## config.mk

```make
export PLATFORM = sky130hd
export DESIGN_NAME = demux_8_reg
export DESIGN_NICKNAME = d
export VERILOG_FILES = /design/src/rtl/demux_8_reg.sv
export SDC_FILE = /design/constraint.sdc
export NUM_CORES = 1
export LEC_CHECK = 0
export BUFFER_PORTS_ARGS = -buffer_cell sky130_fd_sc_hd__buf_4
export CORE_MARGIN = 2
export CORE_UTILIZATION = 51
export CTS_CLUSTER_DIAMETER = 30
export DETAILED_ROUTE_END_ITERATION = 8
export PLACE_DENSITY = 0.79
export SYNTH_ARGS = -nofsm -noshare
export SYNTH_HDL_FRONTEND = slang
export SYNTH_SLANG_ARGS = --single-unit
```

## constraint.sdc

```tcl
create_clock -name clock -period 3.9 [get_ports clock]
set_input_delay 0.78 -clock clock [delete_from_list [all_inputs] [get_ports clock]]
set_output_delay 0.78 -clock clock [all_outputs]
set_load 0.05 [all_outputs]
```

## src/rtl/demux_8_reg.sv

```systemverilog
// demux_8_reg: steers one producer word per cycle into one of eight single-entry output slots
module demux_8_reg #(
  parameter int WIDTH = 32
) (
  input  logic             clock,
  input  logic             reset,
  input  logic             in_valid,
  output logic             in_ready,
  input  logic [2:0]       select,
  input  logic [WIDTH-1:0] in_data,
  output logic [7:0]       out_valid,
  input  logic [7:0]       out_ready,
  output logic [WIDTH-1:0] out0,
  output logic [WIDTH-1:0] out1,
  output logic [WIDTH-1:0] out2,
  output logic [WIDTH-1:0] out3,
  output logic [WIDTH-1:0] out4,
  output logic [WIDTH-1:0] out5,
  output logic [WIDTH-1:0] out6,
  output logic [WIDTH-1:0] out7,
  output logic [3:0]       occupancy
);
  logic [WIDTH-1:0] r_data [8];
  logic [7:0]       r_full;
  logic [3:0]       r_occ;
  logic             w_acc;
  logic [7:0]       w_wr;
  logic [7:0]       w_drain;
  logic [7:0]       w_full_nxt;
  logic [3:0]       w_cnt;

  // A slot can take a word if it is empty or its consumer is draining it this cycle
  assign in_ready  = ~r_full[select] | out_ready[select];
  assign w_acc     = in_valid & in_ready;
  assign w_wr      = w_acc ? (8'd1 << select) : 8'd0;
  assign w_drain   = r_full & out_ready;
  assign w_full_nxt = (r_full & ~w_drain) | w_wr;

  // Post-edge occupancy is the popcount of the next full vector, so it tracks out_valid exactly
  always_comb begin
    w_cnt = 4'd0;
    for (int i = 0; i < 8; i++) w_cnt = w_cnt + {3'd0, w_full_nxt[i]};
  end

  // Slot flags and occupancy; a write wins over a drain on the same slot
  always_ff @(posedge clock or negedge reset) begin
    if (!reset) begin
      r_full <= 8'd0;
      r_occ  <= 4'd0;
    end else begin
      r_full <= w_full_nxt;
      r_occ  <= w_cnt;
    end
  end

  // Slot data registers; a drained slot keeps its last word
  always_ff @(posedge clock or negedge reset) begin
    if (!reset) begin
      for (int i = 0; i < 8; i++) r_data[i] <= '0;
    end else begin
      for (int i = 0; i < 8; i++) if (w_wr[i]) r_data[i] <= in_data;
    end
  end

  assign out_valid = r_full;
  assign occupancy = r_occ;
  assign out0 = r_data[0];
  assign out1 = r_data[1];
  assign out2 = r_data[2];
  assign out3 = r_data[3];
  assign out4 = r_data[4];
  assign out5 = r_data[5];
  assign out6 = r_data[6];
  assign out7 = r_data[7];
endmodule
```

Yosys cells after proc, flatten, opt, wreduce, memory -nomap -nowiden
Cells that the tools add are included.
{ "op_classes": {"shifts": 1, "n_mux": 5, "add_sub_neg": 7, "n_bitwise": 7, "order_cmp": 1} }
{ "op_table": {"columns": ["op", "n"], "rows": [
  ["$add A4 B1 Y4", 4],
  ["$and A8 B8 Y8", 2],
  ["$mux W8", 1],
  ["$not A8 Y8", 1],
  ["$or A8 B8 Y8", 1],
  ["$shl A1 B3 Y8 const A", 1],
  ["$bmux W1 S3", 2],
  ["$add A3 B1 Y4", 1],
  ["$lt A3 B4 Y1 const B", 1],
  ["$add A2 B1 Y3", 1],
  ["$add A1 B1 Y2", 1],
  ["$mux W1", 2],
  ["$and A1 B1 Y1", 1],
  ["$not A1 Y1", 1],
  ["$or A1 B1 Y1", 1]
]} }
{ "word_totals": {"inputBits": 46, "regBits": 268, "out_inout_bits": 269, "wordCells": 31} }

Depth between registers and ports, before layout
{ "logic_depth": {"word_depth": 14, "depth_mapped": 14} }

Least setup slack after synthesis
Ideal clock, no wire load.
{ "synth_path": {"path_kind": "input -> register", "start": "input port select[2]", "end": "register r_occ[2], in the netlist occupancy[2]", "stages": 13, "t_required_ns": 3.777, "arrival_time_ns": 3.928, "slack_ns": -0.151, "n_path_buf": 2, "path_cell_list": "buf_2 > nor4b_4 > buf_6 > or2_2 > fa_1 > fa_1 > inv_1 > fa_1 > inv_1 > ha_1 > inv_1 > fa_1 > xnor2_1"} }
{ "synth_lines": {"columns": ["item", "line_no", "rtl"], "rows": [
  ["start: declaration", "9", "input logic [2:0] select,"],
  ["$bmux W1 S3", "33", "assign in_ready = ~r_full[select] | out_ready[select];"],
  ["$mux W1 (not written as such)", "33", null],
  ["$not A1 Y1", "33", null],
  ["$or A1 B1 Y1", "33", null],
  ["$and A1 B1 Y1", "34", "assign w_acc = in_valid & in_ready;"],
  ["$mux W8 (*)", "35", "assign w_wr = w_acc ? (8'd1 << select) : 8'd0;"],
  ["$or A8 B8 Y8 (*)", "37", "assign w_full_nxt = (r_full & ~w_drain) | w_wr;"],
  ["net w_full_nxt[3]", "29", "logic [7:0] w_full_nxt;"],
  ["$add A3 B1 Y4 (*)", "42", "for (int i = 0; i < 8; i++) w_cnt = w_cnt + {3'd0, w_full_nxt[i]};"],
  ["$add A4 B1 Y4 (*) (4 in series)", "42", null],
  ["net w_cnt[2]", "30", "logic [3:0] w_cnt;"],
  ["end signal: assignment", "52", "r_occ <= w_cnt;"],
  ["end: declaration", "25", "logic [3:0] r_occ;"]
]} }
The timed path passes the listed nets; every way through them passes the cells marked *. The select of a mux whose other input is x is not followed.
A chain may end at the register's enable or synchronous reset.

Worst setup path after layout
{ "layout_path": {"start": "register r_full[3], in the netlist out_valid[3]", "end": "register r_occ[2], in the netlist occupancy[2]"} }
{ "layout_lines": {"columns": ["item", "line_no", "rtl"], "rows": [
  ["start: declaration", "24", "logic [7:0] r_full;"],
  ["start signal: assignment", "51", "r_full <= w_full_nxt;"],
  ["$bmux W1 S3", "33", null],
  ["$mux W1 (not written as such)", "33", null],
  ["$not A1 Y1", "33", null],
  ["$or A1 B1 Y1", "33", null],
  ["$and A1 B1 Y1", "34", null],
  ["$mux W8", "35", null],
  ["$or A8 B8 Y8 (*)", "37", null],
  ["net w_full_nxt[3]", "29", null],
  ["$add A3 B1 Y4 (*)", "42", null],
  ["$add A4 B1 Y4 (*) (4 in series)", "42", null],
  ["net w_cnt[2]", "30", null]
]} }
Marked as above.

==> impl_metrics.py <==
metrics = {
    "floorplan": {
        "dieHeight_um": 147,
        "die_w_um": 147,
        "rows": 52,
        "ios": 315,
        "die-area_sq_um": 21700,
        "initial_core_util_pct": 51.9,
        "core-area_sq_um": 20200,
    },
    "global_route": {
        "busiest_layer": "met2",
        "met2_usage_pct": 42.1,
        "groute.usage.overall_pct": 25.3,
        "grt_pass1_wl_um": 42000,
        "overflow": 0,
        "use_met3_pct": 7.31,
        "grt_use_met1_pct": 31.2,
        "grt_pass1_vias": 7008,
        "antenna_found_initial": 0,
        "grt_max_degree": 90,
    },
    "synthesis": {
        "async_reset_ff_share_pct": 100,
        "ys_seq_area_share_pct": 63.9,
        "synth_seq_cells": 268,
        "yosysTopAreaCellShare_pct": 63.9,
        "synth_area_sq_um": 10500,
        "synth_edf_count": 0,
        "synth_nets": 658,
        "synthTopCellsByArea": "dfrtp_1 (64%), mux2_2 (20%), mux2_4 (8.3%)",
        "yosysWarningCount": 0,
        "syn_avg_cell_area_sq_um": 17.3,
        "syn_inst": 605,
        "synthFlopType": "dfrtp_1",
        "synth_cell_types": 28,
        "yosys.area.top_type": "dfrtp_1",
    },
    "cells_and_area": {
        "fin_nets": 1007,
        "drive_above_1_share_pct": 67.5,
        "register_area_sq_um": 6710,
        "multi_input_area_sq_um": 3590,
        "num_antenna_cells": 0,
        "syn_to_final_growth_pct": 41.9,
        "n_fill_cell": 1260,
        "utilization_pct": 73.6,
    },
    "drt": {
        "first_pass_iters": 4,
        "drtIter0Drc": 240,
        "dr_total_vias": 6604,
        "vias_per_cell": 5.23,
        "wl_per_cell_um": 21.6,
        "routed_wl_um": 27300,
        "drc_errors": 0,
        "ant_nets": 0,
    },
    "cts": {
        "cts_tree": "done",
        "cts_max_level": 2,
        "cts_buffer_depth": 3,
        "cts_resized": 0,
        "cts.clk_slew.worst_paths_ns": 0.05,
        "cts-root-buf": "clkbuf_16",
        "cts_buffers": 48,
        "post_cts_buffers": 0,
        "clkLatencyLatePin_ns": 0.53,
        "postCtsHoldBufs": 0,
        "clock_sinks": 268,
    },
    "sta": {
        "min_period_ns": 3.35,
        "fmax_mhz": 298,
        "hold_viol": 0,
        "setup_viol": 0,
        "max_slew_margin_pct": 54.3,
        "drv_slew": 0,
        "finalCritPeriodShare_pct": 86.0,
        "fin_skew_ns": 0.0120,
        "worstMarginPinSlew_ns": 0.686,
        "rsz0062_at_grt": "no",
    },
    "worst_setup_path": {
        "path_cells": "nor2b_1 -> nor4b_4 -> or2_4 -> fa_1 -> fa_1 -> inv_1 -> fa_1 -> inv_1 -> ha_2 -> inv_2 -> fa_1 -> xnor2_1",
        "ff2ff_setup_slack_ns": 0.55,
        "crit_top_cell": "fa_1",
        "cp.arrival_ns": 3.75,
        "critPathRequiredTime_ns": 4.30,
        "ff2ff_path_depth": 12,
        "max_stage_delay_ns": 0.51,
        "crit_path_end_kind": "flop",
        "crit_path_start_kind": "flop",
        "crit_type": "flop to flop",
        "crit_slowest_cell": "fa_1",
        "crit_fanout": 3,
    },
    "place": {
        "port_buffers": 314,
        "post-dp-hpwl_um": 17400,
        "gp_congestion": 0.833,
    },
    "power_and_ir_drop": {
        "p_leak_nw": 7.15,
        "powerDensity_nw_per_um2": 833,
        "p_total_w": 0.0124,
        "vdd_drop_max_uv": 585,
    },
    "status": {
        "status": "complete, no violations",
    },
    "job": {
        "cap_violations": 0,
    },
    "min_path": {
        "min_path_type": "input port to asynchronous set/reset pin",
    },
}
==> logic make-up (layout without fill, tap and decap cells) <==
| kind of cell | count (synthesis) | count (layout) | share of synthesized area (%) |
|---|---|---|---|
| adders and majority gates | 7 | 7 | 1.12 |
| and+or+nand+nor | 32 | 32 | 2.37 |
| xor gates and xnor gates | 1 | 1 | 0.0835 |
| AOI/OAI and AO/OA | 3 | 3 | 0.143 |
| muxes | 259 | 259 | 30.2 |
| buffers and inverters | 35 | 422 | 2.22 |
| DFF | 268 | 268 | 63.9 |
==> per-layer routing <==
layer  wire length [um]  part of all wire, %  up-vias
met5                  0                    0        -
met4                935                  3.4        0
met3               2020                  7.4       56
met2              13600                   50      272
met1              10700                   39     3409
li1                   -                    -     2867
==> cells in the final DEF (no fill, tap or decap), types with 2 or more instances in the layout <==
cell        instances
nand2_1             6
dfrtp_1           268
inv_1               6
clkbuf_8            6
buf_12              2
mux2_2            188
inv_6               3
fa_1                4
clkinv_4            4
nor4b_4             2
bufinv_16           9
nor2b_1             5
o21ai_0             2
clkbuf_1            3
clkinv_2            7
mux2_4             58
buf_4             324
clkbuf_16          49
clkinvlp_4          6
ha_1                2
nand2b_1            8
mux4_1              2
mux2_1             11
==> synth_stat cells (3+ instances only) <==
master / count
nor2b_1: 5
fa_1: 4
buf_6: 9
buf_2: 15
mux2_2: 188
ha_1: 3
dfrtp_1: 268
mux2_4: 58
nand2b_1: 8
buf_4: 4
nand2_1: 6
mux2_1: 11
inv_1: 7
==> flip-flops by register name, summed over array words and instances, names as in the netlist <==
name	flops
out6	32
out2	32
out_valid	8
out1	32
occupancy	4
out0	32
out4	32
out5	32
out3	32
out7	32
==> power breakdown <==
part	switching [W]	internal, W
Clock	0.00139	0.00302
Sequential	0.000340	0.00340
Combinational	0.00290	0.00135
Total	0.00463	0.00777
==> worst paths after layout <==
check,startpoint,endpoint
worst min register to register,out4[26]$_DFFE_PN0P_,out4[26]$_DFFE_PN0P_
worst max register to register,out_valid[3]$_DFF_PN0_,occupancy[2]$_DFF_PN0_
worst min-delay path,reset,out1[4]$_DFFE_PN0P_
max in group asynchronous,reset,out0[23]$_DFFE_PN0P_
worst max-delay path,out_valid[3]$_DFF_PN0_,occupancy[2]$_DFF_PN0_
min in group clock,out4[26]$_DFFE_PN0P_,out4[26]$_DFFE_PN0P_
==> critical path, delay by kind of cell (launching register included) <==
| family | cells | cell delay, ns |
|---|---|---|
| and+or+nand+nor | 3 | 0.61 |
| adders and majority gates | 5 | 1.99 |
| DFF | 1 | 0.35 |
| xor gates and xnor gates | 1 | 0.13 |
| buffers and inverters | 3 | 0.16 |
==> final cells by class <==
type,instances,area share [%]
Sequential cell,268,45.0
Multi-Input combinational cell,302,24.1
Timing Repair Buffer,327,16.7
Clock buffer,58,8.86
Clock inverter,30,2.90
Tap cell,270,2.27
Inverter,7,0.176
==> through the flow <==
step / hold slack [ns] / instance area (sq um) / setup slack [ns] / std cells / setup TNS (ns)
floorplan: 0.484 / 10500 / -0.0280 / 605 / -0.0550
global placement: 0.477 / 13100 / 0.0508 / 1174 / 0
detailed placement: 0.487 / 13100 / 0.0187 / 1174 / 0
CTS: 0.277 / 14900 / 0.535 / 1262 / 0
global route: 0.299 / 14900 / 0.397 / 1262 / 0
finish: 0.260 / 14900 / 0.547 / 1262 / 0
Power figures use the tool's default switching activity.
